### src/rtl/carry_lookahead_adder.sv
// Two-level carry-lookahead adder: per-group lookahead feeding a lookahead unit
// across groups, with the sum and carry-out registered for a one-cycle latency.
module carry_lookahead_adder #(
  parameter int WIDTH = 16,
  parameter int SIZE  = 4
) (
  input  logic             clk,
  input  logic             rst,
  input  logic [WIDTH-1:0] a,
  input  logic [WIDTH-1:0] b,
  input  logic             cin,
  output logic [WIDTH-1:0] s,
  output logic             cout
);

  localparam int NG = WIDTH / SIZE;

  generate
    if (WIDTH < 1 || SIZE < 1 || (WIDTH % SIZE) != 0) begin : g_bad_params
      $error("carry_lookahead_adder: WIDTH must be >= 1 and a multiple of SIZE >= 1");
    end
  endgenerate

  logic [WIDTH-1:0] g;
  logic [WIDTH-1:0] p;
  logic [WIDTH-1:0] c;
  logic [NG-1:0]    gg;
  logic [NG-1:0]    gp;
  logic [NG:0]      cg;
  logic [WIDTH-1:0] s_d;
  logic             cout_d;
  logic [WIDTH-1:0] s_q;
  logic             cout_q;

  // Bit generate/propagate and the group-level GG/GP in sum-of-products form.
  always_comb begin : grp_pg
    logic term;
    logic gg_acc;
    logic gp_acc;
    g  = a & b;
    p  = a ^ b;
    gg = '0;
    gp = '0;
    for (int k = 0; k < NG; k++) begin
      gg_acc = 1'b0;
      gp_acc = 1'b1;
      for (int m = 0; m < SIZE; m++) begin
        term = g[k*SIZE+m];
        for (int n = m + 1; n < SIZE; n++) begin
          term = term & p[k*SIZE+n];
        end
        gg_acc = gg_acc | term;
        gp_acc = gp_acc & p[k*SIZE+m];
      end
      gg[k] = gg_acc;
      gp[k] = gp_acc;
    end
  end

  // Second level: every group carry-in is built directly from GG/GP and cin.
  always_comb begin : grp_carry
    logic term;
    logic acc;
    cg    = '0;
    cg[0] = cin;
    for (int k = 0; k < NG; k++) begin
      acc = 1'b0;
      for (int m = 0; m <= k; m++) begin
        term = gg[m];
        for (int n = m + 1; n <= k; n++) begin
          term = term & gp[n];
        end
        acc = acc | term;
      end
      term = cin;
      for (int n = 0; n <= k; n++) begin
        term = term & gp[n];
      end
      cg[k+1] = acc | term;
    end
  end

  // Intra-group carries expanded from the group carry-in; no ripple chain.
  always_comb begin : bit_carry
    logic term;
    logic acc;
    c = '0;
    for (int k = 0; k < NG; k++) begin
      for (int j = 0; j < SIZE; j++) begin
        acc = 1'b0;
        for (int m = 0; m < j; m++) begin
          term = g[k*SIZE+m];
          for (int n = m + 1; n < j; n++) begin
            term = term & p[k*SIZE+n];
          end
          acc = acc | term;
        end
        term = cg[k];
        for (int n = 0; n < j; n++) begin
          term = term & p[k*SIZE+n];
        end
        c[k*SIZE+j] = acc | term;
      end
    end
    s_d    = p ^ c;
    cout_d = cg[NG];
  end

  always_ff @(posedge clk or posedge rst) begin
    if (rst) begin
      s_q    <= '0;
      cout_q <= 1'b0;
    end else begin
      s_q    <= s_d;
      cout_q <= cout_d;
    end
  end

  assign s    = s_q;
  assign cout = cout_q;

endmodule

### config.mk
export PLATFORM = sky130hd
export DESIGN_NAME = carry_lookahead_adder
export DESIGN_NICKNAME = d
export VERILOG_FILES = /design/src/rtl/carry_lookahead_adder.sv
export SDC_FILE = /design/constraint.sdc
export NUM_CORES = 1
export LEC_CHECK = 0
export ABC_AREA = 0
export CAP_MARGIN = 20
export CORE_MARGIN = 1.5
export CORE_UTILIZATION = 35
export CTS_CLUSTER_DIAMETER = 50
export DETAILED_ROUTE_END_ITERATION = 6
export PLACE_DENSITY = 0.82
export SYNTH_ARGS = -nofsm -noshare
export SYNTH_HDL_FRONTEND = slang
export SYNTH_SLANG_ARGS = --single-unit
### constraint.sdc
create_clock -name clk -period 0.8 [get_ports clk]
set_clock_uncertainty 0.15 [all_clocks]
set_input_delay 0.12 -clock clk [delete_from_list [all_inputs] [get_ports clk]]
set_output_delay 0.12 -clock clk [all_outputs]
set_load 0.02 [all_outputs]
==> results <==
- The sum of negative setup slack is -18.27 ns.
- The final reports fail on negative hold slack, negative setup slack.
- In this run the deepest clock path goes through 2 buffers.
- The dominant register cell in the synthesized netlist is dfrtp_1.
- Across the run, the number of max-cap violations was 0.
- The relative area change from synthesis to final layout is 119%.
- The master cell of the clock root buffer is clkbuf_4.
- The fmax is 522 MHz.
- The category of the critical setup timing path is in2reg.
- 52 I/O pins were placed.
- The data required time of the critical path is 0.83 ns.
- The final antenna-violating net count is 0.
- The initial utilization of the core area, before any placement, comes to 36.6%.
- Ranked by instance count, the synthesized netlist is headed by 20 x ha_1, 17 x dfrtp_1, 12 x nor2_1, 8 x o21a_1.
- The routed wirelength normalized by instance count is 15.0 um.
- The clock sink count is 17.
- Yosys attributes the largest share of cell area to dfrtp_1 38%, ha_1 22%, fa_1 7.2%.
- In this run the number of H-tree levels came out at 1.
- The post-route netlist has 65.2% of its cells at a drive strength greater than 1.
- Summed over all cells, the static leakage comes to 1.09 nW.
- The floorplan has 20 rows.
- The number of failing hold endpoints at the final stage is 5.
- The final-report setup violation count is 34.
- The largest net degree at the start of global routing is 18.
- Yosys mapped the design onto 23 distinct sky130hd cell types.
- The initial antenna violation count was 0.
- The startpoint kind of the worst setup timing path is an input pin.
- The final RePlAce weighted congestion is 0.892.
- The number of warnings reported in the yosys synthesis log is 0.
- The arrival time reported for the critical path endpoint is 1.95 ns.
- The area of the core region is 0.00305 mm^2.
- Using the TritonRoute via totals, the vias-per-cell ratio works out to 4.81.
- For the finished layout, the period the worst path requires is 1.92 ns.
- The via count of the first global-routing pass is 1266.
- The cell type contributing the most total cell area after synthesis is dfrtp_1.
- The maximum vdd drop is 537 uV.
- The total routing resource utilization after global routing is 21.3%.
- The share of flip-flops with an asynchronous set or reset is 100%.
- The top cell type by area accounts for 38.1% of the synthesized area.
- Hold timing on the final database bottoms out at a slack of -0.000530 ns.
- The number of enable flip-flop cells after synthesis is 0.
- The endpoint class of the critical path is a flip-flop.
- The final-report max-slew violation count is 0.
- The die is 59.5 um wide.
- The number of buffers added on ports is 51.
- The synthesized netlist occupies a cell area of 0.00112 mm^2.
- Measured on the finished design, the core utilization comes to 80.2%.
- The total die area is 0.00354 mm^2.
- The worst pin sits at a relative slew slack of 80.9%.
- After layout, the worst path uses 240% of the clock period.
- The via total after detailed routing is 1179.
- 0 antenna diodes ended up in the layout.
- The routed wire length is 3660 um.
- The cell count after synthesis came out at 101.
- The post-synthesis sequential area ratio is 38.1%.
- Global routing finished with a remaining overflow of 0.
- The flow ran to the end, but the final reports show violations.
- The total power per unit cell area is 1420 mW/mm^2.
- Once routing completed, OpenROAD measured the worst setup slack at -1.12 ns.
- The CTS tree is built.
- In this run the vertical extent of the chip is 59.5 um.
- The classification of the worst-slack hold path is in2async.
- The first global-routing pass estimated 5510 um of wire.
- The post-synthesis register bit count is 17.
- The HPWL after detailed placement is 2510 um.
- The detailed-router iteration count before antenna repair is 4.
- The most used standard cell by instance count after synthesis is ha_1.
- The slew of the pin with the lowest slew margin is 0.286 ns.
- Setup repair after global routing could not meet its margin everywhere.
- For this run, design rule violations remaining after detail routing come to 0.
- The starting DRC count in detailed routing is 42.
- TritonCTS created 3 clock buffers.
- The number of nets produced by synthesis is 160.
- The synthesized area per cell is 11.1 um^2.
- The clock transition at the register clock pins on the worst setup and hold paths after CTS is 0.09 ns.
- Of all nets on the critical path, the largest fanout is 3.
- For this run, the post-layout net count is 261.
## power by group
| part | total, mW | switching (mW) | leakage, nW | internal [mW] |
|---|---|---|---|---|
| combinational | 1.94 | 0.834 | 0.880 | 1.10 |
| clock | 0.443 | 0.249 | 0.0150 | 0.194 |
| sequential | 1.11 | 0.0810 | 0.197 | 1.02 |
## cell usage in the layout, fill, tap and decap left out, drive strengths merged
master          n
xnor2           5
xor2            3
o211ai          1
o21a            8
o21ai           2
nor2           12
inv             5
nand4           2
a221o           1
fa              4
clkbuf          4
clkdlybuf4s50   9
ha             20
o21bai          1
buf            87
a21oi           3
a211oi          2
nand2           4
and4            1
nor4            1
nand3           1
a21o            2
dfrtp          17
nor3            5
a21bo           1
## sequential cells by signal, indices dropped and copies added, names as in the netlist
signal  cells
s          16
cout        1
## worst max path at each step
stage | startpoint | to | slack [ns] | cells after the start
finish | b[1] | s[15] | -1.12 | 12
global route | b[1] | s[15] | -1.21 | 12
CTS | b[1] | s[11] | -1.01 | 11
detailed placement | a[5] | s[11] | -1.81 | 11
global placement | a[5] | s[11] | -1.70 | 11
floorplan | a[5] | s[11] | -1.16 | 10
## what timing repair did
item                                   4_1_cts  5_1_grt
pin swaps                                   44       33
resized for setup                          245       24
buffers inserted                            11        5
setup endpoints to repair                   34       34
endpoints found under the hold margin       17        0
## per-stage QoR
stage	total power [mW]	instance area (um^2)	std cells	setup WS, ns
CTS	3.37	2340	244	-1.01
global placement	2.61	2100	229	-1.70
finish	3.49	2450	245	-1.12
global route	3.67	2450	245	-1.21
detailed placement	2.67	2100	229	-1.81
floorplan	1.79	1270	101	-1.16
## area by class of cell
class / count / area [um^2]
multi-input combinational: 79 / 990
timing repair buffer: 96 / 926
tap: 44 / 55.1
clock buffer: 4 / 26.3
fill: 193 / 604
inverter: 5 / 26.3
sequential: 17 / 425
## worst max-delay path, cell delays in order
cell	delay, ns
buf_6	0.10
ha_4	0.28
buf_6	0.10
nand3_4	0.07
nor4_4	0.33
nor3_2	0.09
o211ai_1	0.15
ha_2	0.23
o21a_1	0.13
o21a_1	0.18
nor2_2	0.06
xnor2_1	0.12
## cells by family (layout without fill, tap and decap cells)
group           after synthesis  count (layout)  synth area share, %
compound gates               21              21                 13.9
simple gates                 26              26                 10.5
fa+ha+maj                    24              24                 29.6
flops                        17              17                 38.1
xor+xnor                      8               8                 6.27
buf+inv                       5             105                 1.68
## metal layers
| metal | wire [um] | GRT usage, % | vias up | part of all wire (%) |
|---|---|---|---|---|
| met5 | 0 | 0 | - | 0 |
| met4 | 57 | 9.84 | 0 | 1.6 |
| met3 | 251 | 2.62 | 7 | 6.9 |
| met2 | 1970 | 41.3 | 52 | 54 |
| met1 | 1380 | 22.3 | 563 | 38 |
| li1 | - | - | 557 | - |
(Power assumes the default switching activity.)
